<file path="src/rtl/cordic_iter_engine.sv">
// Iterative CORDIC engine: one vector per accepted start, one micro-rotation
// per clock, with a quadrant fold ahead of the iterations so rotation covers
// the full +/-180 degree range and vectoring accepts left-half-plane inputs.
// The gain K (~1.6468) is not compensated.
//
// Handshake: start_i is a request that is taken only while busy_o is low
// (IDLE or DONE). There is no back-pressure. A start that arrives while
// busy_o is high is ignored. Every accepted job produces exactly one
// single-cycle valid_o pulse, and x_o/y_o/phi_o stay stable until the next
// job completes. When a start is accepted in the first DONE cycle, valid_o
// for the finishing job still pulses in the next cycle while the new job is
// already in PRE.
module cordic_iter_engine #(
  parameter int WIDTH    = 16,
  parameter int ANGLE_W  = 16,
  parameter int MAX_ITER = 12,
  parameter int ITER_W   = $clog2(MAX_ITER + 1)
) (
  input  logic                      clk,
  input  logic                      rst,
  input  logic                      start_i,
  input  logic                      mode_i,
  input  logic [ITER_W-1:0]         num_iter_i,
  input  logic signed [WIDTH-1:0]   x_i,
  input  logic signed [WIDTH-1:0]   y_i,
  input  logic signed [ANGLE_W-1:0] phi_i,
  output logic                      busy_o,
  output logic                      valid_o,
  output logic signed [WIDTH+1:0]   x_o,
  output logic signed [WIDTH+1:0]   y_o,
  output logic signed [ANGLE_W-1:0] phi_o,
  output logic [ITER_W-1:0]         iter_o,
  output logic [1:0]                state_o
);

  localparam int XW = WIDTH + 2;
  localparam int AW = ANGLE_W;

  // The atan table is stored in 16-bit binary angle units. Narrower angles
  // drop the low bits with round-half-up.
  localparam int          SH      = 16 - ANGLE_W;
  localparam logic [16:0] RND_ADD = 17'((1 << SH) >> 1);

  localparam logic [ITER_W-1:0] MAX_N = ITER_W'(MAX_ITER);

  typedef enum logic [1:0] {
    S_IDLE = 2'd0,
    S_PRE  = 2'd1,
    S_ITER = 2'd2,
    S_DONE = 2'd3
  } state_t;

  state_t                state_q;
  logic                  mode_q;
  logic                  first_q;
  logic                  busy_q;
  logic                  valid_q;
  logic [ITER_W-1:0]     n_q;
  logic [ITER_W-1:0]     iter_q;
  logic signed [XW-1:0]  x_q, y_q;
  logic signed [AW-1:0]  z_q;
  logic signed [XW-1:0]  x_d, y_d;
  logic signed [AW-1:0]  z_d;
  logic signed [XW-1:0]  x_out_q, y_out_q;
  logic signed [AW-1:0]  z_out_q;

  logic [ITER_W-1:0]     n_clamp;
  logic signed [XW-1:0]  x_pre, y_pre;
  logic signed [AW-1:0]  z_pre;
  logic signed [XW-1:0]  x_sh, y_sh;
  logic signed [XW-1:0]  x_step, y_step;
  logic signed [AW-1:0]  z_step;
  logic signed [AW-1:0]  atan_cur;
  logic                  dir_pos;
  logic                  accept;
  logic                  last_iter;

  // atan(2^-i) in binary angle units, scaled to ANGLE_W bits.
  function automatic logic signed [AW-1:0] atan_f(input logic [4:0] idx);
    logic [16:0] base;
    case (idx)
      5'd0:    base = 17'd8192;
      5'd1:    base = 17'd4836;
      5'd2:    base = 17'd2555;
      5'd3:    base = 17'd1297;
      5'd4:    base = 17'd651;
      5'd5:    base = 17'd326;
      5'd6:    base = 17'd163;
      5'd7:    base = 17'd81;
      5'd8:    base = 17'd41;
      5'd9:    base = 17'd20;
      5'd10:   base = 17'd10;
      5'd11:   base = 17'd5;
      5'd12:   base = 17'd3;
      5'd13:   base = 17'd1;
      5'd14:   base = 17'd1;
      default: base = 17'd0;
    endcase
    base = (base + RND_ADD) >> SH;
    return AW'(base);
  endfunction

  assign accept    = start_i && ((state_q == S_IDLE) || (state_q == S_DONE));
  assign last_iter = (iter_q == (n_q - ITER_W'(1)));

  // Clamp the requested iteration count into 1..MAX_ITER.
  always_comb begin
    n_clamp = num_iter_i;
    if (num_iter_i == '0) begin
      n_clamp = ITER_W'(1);
    end else if (num_iter_i > MAX_N) begin
      n_clamp = MAX_N;
    end
  end

  // Quadrant fold: bring the problem into the right half plane (vectoring)
  // or into |z| < 90 degrees (rotation) by a 180 degree turn.
  always_comb begin
    x_pre = x_q;
    y_pre = y_q;
    z_pre = z_q;
    if (!mode_q) begin
      if (z_q[AW-1] ^ z_q[AW-2]) begin
        x_pre = -x_q;
        y_pre = -y_q;
        z_pre = {~z_q[AW-1], z_q[AW-2:0]};
      end
    end else begin
      if (x_q[XW-1]) begin
        x_pre = -x_q;
        y_pre = -y_q;
        z_pre = {1'b1, {(AW-1){1'b0}}};
      end
    end
  end

  // One CORDIC micro-rotation at index iter_q.
  always_comb begin
    atan_cur = atan_f(5'(iter_q));
    x_sh     = x_q >>> iter_q;
    y_sh     = y_q >>> iter_q;
    dir_pos  = mode_q ? y_q[XW-1] : ~z_q[AW-1];
    if (dir_pos) begin
      x_step = x_q - y_sh;
      y_step = y_q + x_sh;
      z_step = z_q - atan_cur;
    end else begin
      x_step = x_q + y_sh;
      y_step = y_q - x_sh;
      z_step = z_q + atan_cur;
    end
  end

  // Select the next datapath value: load on accept, fold in PRE, step in ITER.
  always_comb begin
    x_d = x_q;
    y_d = y_q;
    z_d = z_q;
    case (state_q)
      S_IDLE, S_DONE: begin
        if (start_i) begin
          x_d = {{2{x_i[WIDTH-1]}}, x_i};
          y_d = {{2{y_i[WIDTH-1]}}, y_i};
          z_d = mode_i ? '0 : phi_i;
        end
      end
      S_PRE: begin
        x_d = x_pre;
        y_d = y_pre;
        z_d = z_pre;
      end
      S_ITER: begin
        x_d = x_step;
        y_d = y_step;
        z_d = z_step;
      end
      default: begin
        x_d = x_q;
        y_d = y_q;
        z_d = z_q;
      end
    endcase
  end

  // Working x/y/z registers.
  always_ff @(posedge clk) begin
    if (rst) begin
      x_q <= '0;
      y_q <= '0;
      z_q <= '0;
    end else begin
      x_q <= x_d;
      y_q <= y_d;
      z_q <= z_d;
    end
  end

  // Control FSM with registered busy/valid/iteration index and result capture.
  always_ff @(posedge clk) begin
    if (rst) begin
      state_q <= S_IDLE;
      mode_q  <= 1'b0;
      n_q     <= '0;
      iter_q  <= '0;
      first_q <= 1'b0;
      busy_q  <= 1'b0;
      valid_q <= 1'b0;
      x_out_q <= '0;
      y_out_q <= '0;
      z_out_q <= '0;
    end else begin
      valid_q <= 1'b0;
      // Results are captured on the first DONE cycle, even if a new job is
      // accepted at the same edge.
      if ((state_q == S_DONE) && first_q) begin
        x_out_q <= x_q;
        y_out_q <= y_q;
        z_out_q <= z_q;
        valid_q <= 1'b1;
        first_q <= 1'b0;
      end
      case (state_q)
        S_IDLE, S_DONE: begin
          if (accept) begin
            state_q <= S_PRE;
            mode_q  <= mode_i;
            n_q     <= n_clamp;
            iter_q  <= '0;
            busy_q  <= 1'b1;
          end
        end
        S_PRE: begin
          state_q <= S_ITER;
          iter_q  <= '0;
        end
        S_ITER: begin
          if (last_iter) begin
            state_q <= S_DONE;
            iter_q  <= '0;
            busy_q  <= 1'b0;
            first_q <= 1'b1;
          end else begin
            iter_q <= iter_q + ITER_W'(1);
          end
        end
        default: begin
          state_q <= S_IDLE;
        end
      endcase
    end
  end

  assign busy_o  = busy_q;
  assign valid_o = valid_q;
  assign x_o     = x_out_q;
  assign y_o     = y_out_q;
  assign phi_o   = z_out_q;
  assign iter_o  = iter_q;
  assign state_o = state_q;

endmodule

</file>
<file path="config.mk">
export PLATFORM = sky130hd
export DESIGN_NAME = cordic_iter_engine
export DESIGN_NICKNAME = d
export VERILOG_FILES = /design/src/rtl/cordic_iter_engine.sv
export SDC_FILE = /design/constraint.sdc
export NUM_CORES = 1
export LEC_CHECK = 0
export ABC_AREA = 1
export BUFFER_PORTS_ARGS = -buffer_cell sky130_fd_sc_hd__buf_2
export CAP_MARGIN = 20
export CORE_MARGIN = 8
export CORE_UTILIZATION = 40
export CTS_CLUSTER_SIZE = 20
export DETAILED_ROUTE_END_ITERATION = 12
export PLACE_DENSITY = 0.59
export SLEW_MARGIN = 20
export SYNTH_ARGS = -nofsm -noshare
export SYNTH_HDL_FRONTEND = slang
export SYNTH_SLANG_ARGS = --single-unit
</file>
<file path="constraint.sdc">
create_clock -name clk -period 11.4 [get_ports clk]
set_clock_uncertainty 0.2 [all_clocks]
set_input_delay 0.57 -clock clk [delete_from_list [all_inputs] [get_ports clk]]
set_output_delay 0.57 -clock clk [all_outputs]
set_load 0.01 [all_outputs]
</file>
Word level (Yosys, flattened, before mapping):

Memories as Yosys holds them, arrays and structs flattened. A register that Yosys moved wholly into a read port is not among the register bits.
Index checks and enable logic that the tools add are counted.

* register bits: 118
* latch bits: 0
* memory bits (writable): 0
* memory bits (read-only): 224
* bits of input ports: 56
* output and inout bits: 60
* word-level logic and storage cells: 92
* memories kept: 1

* $add $sub $neg: 10
* multiply operators: 0
* div/mod/pow operators: 0
* order comparisons: 1
* eq/ne operators: 11
* shift operators: 2
* mux-type cells: 37
* bitwise operators: 2
* reduce and logical (&&, ||, !) cells: 13

Memory list
* (name not given): words 16, bits a word 14, read ports 1, clocked after Yosys merged registers in 1, wr ports 0, line 81 `case (idx)`

Operator list (count)
* 18-bit 2-to-1 mux: 10
* 18-bit case mux with 3 select lines: 2
* 16-bit 2-to-1 mux: 6
* 16-bit case mux with 3 select lines: 1
* 18-bit adder: 2
* 18-bit negation: 2
* 18-bit by 4-bit >>> shifter with 18-bit output: 2
* 18-bit subtractor: 2
* 4-bit 2-to-1 mux: 6
* 16-bit adder: 1
* 16-bit subtractor: 1
* 4-bit case mux with 3 select lines: 1
* 2-bit inequality test, second input constant: 5
* 3-bit AND reduction: 3
* 1-bit 2-to-1 mux: 7
* 3-bit inequality test, second input constant: 2
* 2-bit case mux with 3 select lines: 1
* 2-bit AND reduction: 3
* 4-bit by 1-bit adder with 4-bit output, second input constant: 1
* 2-bit equality test, second input constant: 2
* 4-bit equality test: 1
* 4-bit > comparator, second input constant: 1
* 4-bit logical NOT: 1
* 2-bit 2-to-1 mux: 2
* other kinds (10): 11

Depth between registers and ports, before layout:

* depth after elaboration: 7
* gate-level depth with buffers: 30

Worst setup path after synthesis:

OpenSTA, ideal clock, no wires.

* path kind: reg2reg
* start point: reg iter_q[0] (netlist: iter_o[0])
* end point: reg y_q[17]
* library setup time: 0.122 ns
* arrival time: 3.514 ns
* setup slack: 7.563 ns
* stages on the path, launching flop included: 29
* path buffers: 2
* clock period less this slack: 3.837 ns
* cells stage by stage: dfxtp_1 buf_6 inv_6 buf_8 nand2_4 nand3_1 nand3_1 nand3_1 nand2_2 ha_1 nand3_1 nor2_2 nand4_1 nor3_2 nand3_1 nand2_1 xor2_1 inv_1 ha_1 inv_1 nor3_1 nand2_1 or2_2 o311ai_0 nand3_1 nand3_1 nand2_1 nand2_1 a21oi_2

* cells in the longest elaborated chain, start to end: 4

RTL lines
* start, declared: line 59 `logic [ITER_W-1:0] iter_q;`
* start signal, assigned: line 243 `iter_q <= iter_q + ITER_W'(1);`
* 18-bit by 4-bit >>> shifter with 18-bit output (*): line 140 `x_sh = x_q >>> iter_q;`
* 18-bit subtractor or 18-bit adder (tied branches): line 149, 145
* 18-bit 2-to-1 mux (*): line 143 `if (dir_pos) begin`
* 18-bit case mux with 3 select lines (*): line 159 `case (state_q)`
* end signal, assigned: line 193 `y_q <= y_d;`
* end, declared: line 60 `logic signed [XW-1:0] x_q, y_q;`

Every way passes the cells marked *; elsewhere a longest branch is shown, timed or not.
A chain may end at the register's enable or synchronous reset.

Worst setup path in the final report:

* start point: reg iter_q[3] (netlist: iter_o[3])
* end point: reg x_q[11]

* cells in the longest elaborated chain, start to end: 4

RTL lines
* 18-bit by 4-bit >>> shifter with 18-bit output (*): line 141 `y_sh = y_q >>> iter_q;`
* 18-bit adder or 18-bit subtractor (tied branches): line 148, 144
* 18-bit 2-to-1 mux (*): line 143
* 18-bit case mux with 3 select lines (*): line 159
* end signal, assigned: line 188 `x_q <= '0;`
* end signal, assigned: line 192 `x_q <= x_d;`
* end, declared: line 60

Marked as above.

==> results.json <==
{
  "cts_max_level": 4,
  "synth_edf_count": 0,
  "worst_hold_path_type": "in2reg",
  "yosys_warnings": 0,
  "syn_avg_cell_area_sq_um": 6.363,
  "endpoint_kind": "flop",
  "ff2ff_path_depth": 19,
  "dieWidth_um": 183.1,
  "first_global_vias": 11459,
  "drv_cap": 0,
  "fp-row-count": 61,
  "via_per_inst": 5.488,
  "nNetsFinal": 1948,
  "reg2reg_from": "iter_o[3]",
  "tightest_slew_ns": 0.9773,
  "wl_um": 38290,
  "io_buffers": 115,
  "start_util_pct": 40.44,
  "grt_pass1_wl_um": 60430,
  "rsz0062_at_grt": "no",
  "root_buffer": "clkbuf_16",
  "cp_max_fo": 35,
  "final_common_cell": "nand2_1",
  "cts_resized": 0,
  "slowest_stage": "clkinv_1",
  "reg2reg_to": "x_q[11]",
  "setup_tns_ns": 0,
  "synth-xor-area-share_pct": 4.625,
  "timing.final.crit_share_pct": 47.49,
  "hold_viol": 0,
  "dr.pass1.iters": 5,
  "synth_nets": 1883,
  "hpwl_um": 29390,
  "cts_sinks": 132,
  "drc_errors": 0,
  "dieHeight_um": 183.1,
  "async_flop_share_pct": 0,
  "crit_cells": 19,
  "synth-simple-area-share_pct": 31.19,
  "hold_ws_ns": 0.1960,
  "cts_setup_buffers": 0,
  "ctsHoldBuffers": 0,
  "areaGrowthSynthToFinish_pct": 12.78,
  "coreArea_sq_mm": 0.02763,
  "clk_latency_ns": 0.44,
  "ys_types": 53,
  "final-setup-viol-count": 0,
  "ys_seq_area_share_pct": 23.65,
  "run_status": "finished clean",
  "wl_per_cell_um": 17.31,
  "relSlewSlack_pct": 34.45,
  "critPathBufInv": 1,
  "cpPeakStageDelay_ns": 1.03,
  "grt_antenna_before_repair": 1,
  "crit_chain": "clkinv_1 -> nand3_1 -> nand2_1 -> ha_1 -> nand3_1 -> nor3_2 -> or2_2 -> xor2_1 -> ha_1 -> a21oi_1 -> o21ai_0 -> a21o_1 -> a31oi_1 -> o21ai_0 -> a21oi_1 -> o21ai_0 -> nand2_1 -> o211ai_1 -> a21oi_1",
  "synth_fa_ha_area_share_pct": 8.152,
  "ys_ff_latch": 132,
  "hp-start": "num_iter_i[3]",
  "mappedNetlistArea_sq_mm": 0.01117,
  "finalMaxSlewViolations": 0,
  "min_period_ns": 5.414,
  "crit_type": "reg2reg",
  "grt_max_degree": 83,
  "postSynthCellCount": 1756,
  "design.die.area_sq_mm": 0.03354,
  "cp.required_ns": 11.57,
  "synthMuxAreaShare_pct": 0,
  "cts_tree": "yes",
  "synthFlopType": "dfxtp_1",
  "route.vias.total": 12139,
  "hold_end": "n_q[3]",
  "globalplace.congestion": 0.9639,
  "cp_top_family": "compound AO/OA/AOI/OAI gates",
  "p_leak_uw": 0.005927,
  "max_freq_mhz": 184.7,
  "clock_tree.buffer_depth": 2,
  "synth_compound_area_share_pct": 23.30,
  "io_pins": 116,
  "synth_top_family_by_area": "simple AND/OR/NAND/NOR gates",
  "diodes": 0,
  "ir_drop_uv": 144.1,
  "r2r_slack_ns": 5.99,
  "overflow": 0,
  "clkTransAtPathRegs_ns": 0.06,
  "nFillCells": 2962,
  "drive_gt1_share_pct": 13.25,
  "postRouteAntennaNets": 0,
  "final_cell_mix": "nand2_1 (345), a21oi_1 (195), nand3_1 (193), o21ai_0 (177), inv_1 (146)",
  "drt_iter0_markers": 879,
  "min_path_cells": 3,
  "grtUsageTotal_pct": 22.44,
  "cp.arrival_ns": 5.58,
  "numCtsBuffers": 17,
  "start_kind": "flop",
  "power_density_mw_per_mm2": 350.4
}
==> how the worst max path moves through the flow <==
| stage | start | endpoint | slack [ns] |
|---|---|---|---|
| 3_5_place_dp | iter_o[3] | x_q[11] | 6.04 |
| 6_report | iter_o[3] | x_q[11] | 5.99 |
| 5_1_grt | iter_o[3] | y_q[17] | 5.46 |
| 4_1_cts | iter_o[3] | x_q[11] | 6.02 |
| 2_1_floorplan | iter_o[0] | y_q[17] | 7.56 |
| 3_3_place_gp | iter_o[3] | x_q[11] | 6.11 |
==> state kept, by name, summed over array words and instances (netlist names), 2 cells and up <==
register,flops
y_q,18
z_q,16
y_o,18
atan_cur,14
iter_o,4
phi_o,16
x_o,18
n_q,4
x_q,18
state_o,2
==> tightest hold or removal path: cells and delay by family <==
kind	cells	cell delay, ns
AND/OR/NAND/NOR	2	0.13
buffers and inverters	1	0.09
==> synth_stat cells, drive strengths merged, types with 6 or more instances <==
library cell / count / area share [%]
ha: 68 / 7.6
buf: 37 / 2.1
a211oi: 7 / 0.47
nor2: 151 / 5.5
xor2: 45 / 3.5
nand2: 372 / 13
clkbuf: 46 / 1.5
a31oi: 21 / 1.2
xnor2: 14 / 1.1
a21oi: 200 / 9.1
o211ai: 13 / 0.87
dfxtp: 132 / 24
o21ai: 188 / 8.5
a21o: 6 / 0.40
inv: 155 / 5.3
a221oi: 11 / 0.86
nor3: 26 / 1.4
nand4: 9 / 0.50
or2: 10 / 0.58
nand3: 202 / 9.5
o31ai: 8 / 0.54
==> routing by layer <==
layer,GRT usage (%),vias up,wire [um]
met3,2.909,66,1922
li1,-,6103,-
met5,0,-,12
met4,8.328,2,1082
met1,26.01,5606,15830
met2,41.45,362,19440
==> through the flow <==
step	util, %	std cells	worst slack [ns]	total power, uW	cell area, sq um
finish	45.61	2212	5.986	4416	12600
global route	45.61	2212	5.464	4829	12600
CTS	45.57	2212	6.022	4399	12590
detailed placement	43.16	2180	6.044	3748	11920
global placement	43.16	2180	6.114	3727	11920
floorplan	-	1756	7.563	2995	11170
==> cell type report <==
cell class | count | area (sq um) | share of cell area, %
Timing Repair Buffer | 129 | 680.7 | 5.402
Tap cell | 378 | 473.0 | 3.753
Multi-Input combinational cell | 1382 | 7533 | 59.79
Clock inverter | 11 | 196.4 | 1.559
Sequential cell | 132 | 2643 | 20.97
Inverter | 159 | 604.3 | 4.796
Clock buffer | 21 | 470.5 | 3.734
==> power by group <==
part	internal [uW]	switching, uW	total (uW)
registers	554	157	711
logic	1030	2040	3080
clock network	407	222	629
total	1990	2420	4420
==> cells by family after synthesis <==
kind of cell | Yosys count
DFF | 132
adders and majority gates | 71
and+or+nand+nor | 779
xor gates and xnor gates | 59
buffers and inverters | 242
AOI/OAI and AO/OA | 473
Power figures use the tool's default switching activity.
